`config.mk`:
```
export PLATFORM = sky130hd
export DESIGN_NAME = bp_be_fe_cmd_issuer
export DESIGN_NICKNAME = d
export VERILOG_FILES = /design/src/rtl/bp_be_fe_cmd_issuer.sv
export SDC_FILE = /design/constraint.sdc
export NUM_CORES = 1
export LEC_CHECK = 0
export ABC_AREA = 1
export CAP_MARGIN = 20
export CORE_MARGIN = 1
export CORE_UTILIZATION = 25
export DETAILED_ROUTE_END_ITERATION = 16
export PLACE_DENSITY_LB_ADDON = 0.05
export SYNTH_ARGS = -nofsm -noshare
export SYNTH_HDL_FRONTEND = slang
export SYNTH_SLANG_ARGS = --single-unit
```
`constraint.sdc`:
```
create_clock -name clk_i -period 5 [get_ports clk_i]
set_clock_uncertainty 0.2 [all_clocks]
set_input_delay 1.5 -clock clk_i [delete_from_list [all_inputs] [get_ports clk_i]]
set_output_delay 1.5 -clock clk_i [all_outputs]
set_load 0.005 [all_outputs]
```
`src/rtl/bp_be_fe_cmd_issuer.sv`:
```
// Back-end producer of the front-end command stream.
// Builds fe_cmd packets for boot state reset and attaboys, accepts preformed
// commands, and queues everything in order behind a valid/yumi interface.
//
// Packet layout, MSB first:
//   {opcode[2:0], npc[vaddr_width_p-1:0], operands[operands_width_lp-1:0]}
//   state reset operands: {0..., priv[1:0], translation_en}
//   attaboy operands:     {taken, branch_metadata_fwd}
// branch_metadata_fwd_width_p must be at least 2 so that the state reset
// operands fit.
module bp_be_fe_cmd_issuer #(
  parameter int vaddr_width_p               = 39,
  parameter int branch_metadata_fwd_width_p = 36,
  parameter int els_p                       = 4,
  parameter int drop_ctr_width_p            = 16,
  localparam int opcode_width_lp            = 3,
  localparam int operands_width_lp          = branch_metadata_fwd_width_p + 1,
  localparam int fe_cmd_width_lp            = opcode_width_lp + vaddr_width_p + operands_width_lp
) (
  input  logic                                   clk_i,
  input  logic                                   reset_n_i,
  input  logic                                   init_done_i,
  input  logic [vaddr_width_p-1:0]               boot_pc_i,
  input  logic                                   cmd_v_i,
  input  logic [fe_cmd_width_lp-1:0]             cmd_i,
  output logic                                   cmd_ready_o,
  input  logic                                   attaboy_v_i,
  input  logic [vaddr_width_p-1:0]               attaboy_pc_i,
  input  logic                                   attaboy_taken_i,
  input  logic [branch_metadata_fwd_width_p-1:0] attaboy_metadata_i,
  input  logic                                   quiesce_i,
  output logic [fe_cmd_width_lp-1:0]             fe_cmd_o,
  output logic                                   fe_cmd_v_o,
  input  logic                                   fe_cmd_yumi_i,
  output logic                                   idle_o,
  output logic [drop_ctr_width_p-1:0]            attaboy_drop_count_o
);

  typedef enum logic [2:0] {
    e_op_state_reset          = 3'd0,
    e_op_pc_redirection       = 3'd1,
    e_op_icache_fill_response = 3'd2,
    e_op_branch_update        = 3'd3,
    e_op_attaboy              = 3'd4,
    e_op_icache_fence         = 3'd5,
    e_op_itlb_fill_response   = 3'd6,
    e_op_itlb_fence           = 3'd7
  } fe_cmd_opcode_e;

  typedef enum logic [1:0] {
    e_reset = 2'd0,
    e_boot  = 2'd1,
    e_run   = 2'd2,
    e_drain = 2'd3
  } state_e;

  localparam int ptr_width_lp = $clog2(els_p);
  localparam int cnt_width_lp = $clog2(els_p + 1);

  localparam logic [ptr_width_lp-1:0] ptr_last_lp   = ptr_width_lp'(els_p - 1);
  localparam logic [cnt_width_lp-1:0] els_lp        = cnt_width_lp'(els_p);
  // Attaboys may only fill up to els_p-1 entries, keeping one slot for a
  // mandatory command.
  localparam logic [cnt_width_lp-1:0] attaboy_max_lp = cnt_width_lp'(els_p - 2);

  state_e                       state_q, state_d;
  logic [ptr_width_lp-1:0]      wptr_q, wptr_d;
  logic [ptr_width_lp-1:0]      rptr_q, rptr_d;
  logic [cnt_width_lp-1:0]      count_q, count_d;
  logic [drop_ctr_width_p-1:0]  drop_cnt_q, drop_cnt_d;
  logic                         cmd_ready_q, cmd_ready_d;
  logic                         fe_cmd_v_q, fe_cmd_v_d;
  logic                         idle_q, idle_d;

  logic [fe_cmd_width_lp-1:0]   mem [els_p];

  logic                         enq_v;
  logic [fe_cmd_width_lp-1:0]   enq_data;
  logic                         deq_v;
  logic                         attaboy_drop;
  logic [fe_cmd_width_lp-1:0]   reset_pkt;
  logic [fe_cmd_width_lp-1:0]   attaboy_pkt;

  // Fixed-format packets assembled from back-end inputs.
  always_comb begin
    reset_pkt   = {e_op_state_reset, boot_pc_i, operands_width_lp'(3'b110)};
    attaboy_pkt = {e_op_attaboy, attaboy_pc_i, attaboy_taken_i, attaboy_metadata_i};
  end

  // Enqueue arbitration and FSM next state; commands win over attaboys.
  always_comb begin
    state_d      = state_q;
    enq_v        = 1'b0;
    enq_data     = '0;
    attaboy_drop = 1'b0;
    case (state_q)
      e_reset: begin
        if (init_done_i) state_d = e_boot;
      end
      e_boot: begin
        // Queue is guaranteed empty here, so the boot packet always fits.
        enq_v    = 1'b1;
        enq_data = reset_pkt;
        state_d  = e_run;
      end
      e_run: begin
        if (cmd_v_i && cmd_ready_q) begin
          enq_v    = 1'b1;
          enq_data = cmd_i;
        end else if (attaboy_v_i && (count_q <= attaboy_max_lp)) begin
          enq_v    = 1'b1;
          enq_data = attaboy_pkt;
        end
        attaboy_drop = attaboy_v_i & ~(enq_v & ~cmd_v_i) & ~(enq_v & ~cmd_ready_q);
        if (quiesce_i) state_d = e_drain;
      end
      e_drain: begin
        // Attaboys offered while draining are discarded silently.
        if (!quiesce_i) state_d = e_run;
      end
      default: state_d = e_reset;
    endcase
  end

  // Pointer, occupancy and drop-counter updates, plus registered outputs
  // derived from the next state so they carry no input-to-output path.
  always_comb begin
    deq_v  = fe_cmd_yumi_i & fe_cmd_v_q;
    wptr_d = wptr_q;
    rptr_d = rptr_q;
    if (enq_v) wptr_d = (wptr_q == ptr_last_lp) ? '0 : wptr_q + 1'b1;
    if (deq_v) rptr_d = (rptr_q == ptr_last_lp) ? '0 : rptr_q + 1'b1;

    count_d = count_q;
    if (enq_v && !deq_v)      count_d = count_q + 1'b1;
    else if (!enq_v && deq_v) count_d = count_q - 1'b1;

    drop_cnt_d = drop_cnt_q;
    if (attaboy_drop && !(&drop_cnt_q)) drop_cnt_d = drop_cnt_q + 1'b1;

    cmd_ready_d = (state_d == e_run) && (count_d < els_lp);
    fe_cmd_v_d  = (count_d != '0);
    idle_d      = (state_d == e_drain) && (count_d == '0);
  end

  // Control state and registered outputs.
  always_ff @(posedge clk_i or negedge reset_n_i) begin
    if (!reset_n_i) begin
      state_q     <= e_reset;
      wptr_q      <= '0;
      rptr_q      <= '0;
      count_q     <= '0;
      drop_cnt_q  <= '0;
      cmd_ready_q <= 1'b0;
      fe_cmd_v_q  <= 1'b0;
      idle_q      <= 1'b0;
    end else begin
      state_q     <= state_d;
      wptr_q      <= wptr_d;
      rptr_q      <= rptr_d;
      count_q     <= count_d;
      drop_cnt_q  <= drop_cnt_d;
      cmd_ready_q <= cmd_ready_d;
      fe_cmd_v_q  <= fe_cmd_v_d;
      idle_q      <= idle_d;
    end
  end

  // Queue storage; contents are meaningless while count is zero, so no reset.
  always_ff @(posedge clk_i) begin
    if (enq_v) mem[wptr_q] <= enq_data;
  end

  assign fe_cmd_o             = mem[rptr_q];
  assign fe_cmd_v_o           = fe_cmd_v_q;
  assign cmd_ready_o          = cmd_ready_q;
  assign idle_o               = idle_q;
  assign attaboy_drop_count_o = drop_cnt_q;

endmodule

```
==> results.json <==
{
  "cts_setup_buffers": 0,
  "die_width_um": 243,
  "synth_edf_count": 316,
  "num_io_pins": 299,
  "finalWirelength_um": 46200,
  "gp_congestion": 0.719,
  "synth.avg_cell_area_um2": 12.2,
  "clockBufferDepth": 3,
  "post_drt_wl_per_cell_um": 20.4,
  "die_area_mm2": 0.0589,
  "clk_pin_slew_worst_paths_ns": 0.05,
  "start_util_pct": 25.5,
  "ys_warn_count": 0,
  "synth_cell_types": 31,
  "critical_path_required_ns": 3.30,
  "grt_max_degree": 161,
  "cp-start-kind": "flip-flop",
  "rows": 87,
  "drtAntennaViolNets": 0,
  "grt_pass1_wl_um": 68900,
  "fin_nets": 1695,
  "synthToLayoutAreaGrowth_pct": 36.2,
  "synth_top_area_cell": "edfxtp_1",
  "hold_viol": 0,
  "gr-usage-all-layers_pct": 15.5,
  "final_util_pct": 34.7,
  "cp-end-kind": "output port",
  "num-fill-cells": 5635,
  "p_per_area_mw_per_mm2": 557,
  "crit_start": "rptr_q[1]",
  "via_count": 10364,
  "outcome": "complete, no violations",
  "hp-start": "attaboy_drop_count_o[10]",
  "grtUsageMet3_pct": 3.26,
  "post-place-ws_ns": 0.534,
  "grt_overflow_total": 0,
  "clock-sinks": 344,
  "use_met2_pct": 26.4,
  "top_usage_layer": "met2",
  "rsz0062_at_grt": "no",
  "drive_gt1_share_pct": 7.48,
  "io_buffer_count": 298,
  "vias_per_cell": 4.57,
  "synth_ff_type": "edfxtp_1",
  "drc": 0,
  "cts_resized": 0,
  "cts_htree_levels": 2,
  "relSlewSlack_pct": 30.9,
  "yosysSeqAreaShare_pct": 70.3,
  "setup_viol_count_final": 0,
  "cts_tree": "built",
  "antenna_found_initial": 1,
  "die_h_um": 243,
  "power.leakage_nw": 6.55,
  "core_mm2": 0.0568,
  "tightest_slew_ns": 1.04,
  "peakVddDrop_mv": 0.347,
  "path_max_fanout": 80,
  "drtIter0Drc": 366,
  "synth.most_common_cell": "edfxtp_1",
  "drv_cap": 0,
  "synth.top_cell.area_share_pct": 65.5,
  "layout_setup_ws_ns": 0.281,
  "synth.area.top_cells": "edfxtp_1 (66%), o21ai_0 (7.0%), nor2_1 (5.5%)",
  "crit_arrival_ns": 3.02,
  "fmax_mhz": 212,
  "multi_input_area_mm2": 0.00387,
  "clock-root-buffer": "clkbuf_16",
  "clk_latency_ns": 0.54,
  "rrSetupSlack_ns": 1.84,
  "period_share_pct": 94.4,
  "min_path_type": "reg -> reg",
  "use_met1_pct": 19.9,
  "finalCriticalPeriod_ns": 4.72,
  "critical_path_class": "reg -> out",
  "grt_pass1_vias": 10743,
  "r2r-start": "state_q[0]",
  "ys_async_sr_fraction_pct": 8.14,
  "regArea_mm2": 0.0102,
  "syn_area_mm2": 0.0145,
  "firstDrtPassIters": 4,
  "syn_inst": 1190,
  "synth_fp_nets": 1404,
  "slew_violations": 0,
  "dp_hpwl_um": 28300,
  "synth-seq-cells": 344,
  "synth_commonest_cells": "edfxtp_1 (316), nor2_1 (211), o21ai_0 (204)",
  "cts_hold_buf": 0,
  "cts_buffers": 41
}
-- area by class of cell --
cell class | count | area share, %
repair buffers | 327 | 17.0
multi-input cells | 731 | 19.6
inverters | 36 | 0.704
diodes | 1 | 0.0127
flip-flops and latches | 344 | 51.7
clock inverters | 17 | 0.552
clock buffers | 55 | 5.63
well taps | 756 | 4.80
-- routing by layer --
layer / vias up / wire [µm]
met3: 58 / 1960
met4: 0 / 1050
li1: 4976 / -
met1: 5112 / 20700
met2: 218 / 22400
met5: - / 0
-- cells by family after synthesis --
group | synth area share, %
AO/OA/AOI/OAI | 14.7
adder cells (fa/ha/maj) | 1.12
AND/OR/NAND/NOR | 9.59
buffers and inverters | 3.26
flip-flops | 70.3
XOR/XNOR | 0.967
-- stage by stage --
step                      area [µm²]  total power (W)  hold WS (ns)  setup TNS, ns  std cells
after floorplan                14500          0.00597         0.302        -291.12       1190
after global placement         18500          0.00845         0.328              0       2193
after detailed placement       18500          0.00843         0.328              0       2193
after CTS                      19700           0.0113         0.341              0       2265
after global routing           19700           0.0117         0.376              0       2267
final                          19700           0.0110         0.334              0       2267
-- state kept, by name, summed over array words and instances (netlist names) --
signal                flops
attaboy_drop_count_o     16
cmd_ready_o               1
count_q                   3
fe_cmd_v_o                1
idle_o                    1
mem                     316
rptr_q                    2
state_q                   2
wptr_q                    2
-- where the power goes --
group          switching (W)  internal (W)
Sequential          0.000130       0.00372
Clock                0.00115       0.00160
Combinational        0.00260       0.00178
-- worst max-delay path, stage by stage (launching register included) --
cell and delay [ns]:
dfrtp_2 0.36, buf_4 0.78, o21ai_0 0.22, o22ai_1 0.47, clkdlybuf4s50_1 0.61
-- placed cells by master, fill, tap and decap left out, types with 13 or more instances in the layout --
master and count:
buf_4 15, nor2_1 207, inv_1 29, edfxtp_1 316
ha_1 13, buf_12 13, clkbuf_16 42, nand2_1 78
o22ai_1 79, clkdlybuf4s50_1 297, nand3_1 13, o21ai_0 204
dfrtp_1 26, a22oi_1 75
-- final timing paths --
path                                       endpoint  cells after the start
max reg2reg                               mem[0][3]                      9
min                        attaboy_drop_count_o[10]                      1
max                                    fe_cmd_o[77]                      4
max in group asynchronous                 rptr_q[0]                      1
min in group asynchronous                fe_cmd_v_o                      1
min reg2reg                attaboy_drop_count_o[10]                      1
Power figures use the tool's default switching activity.
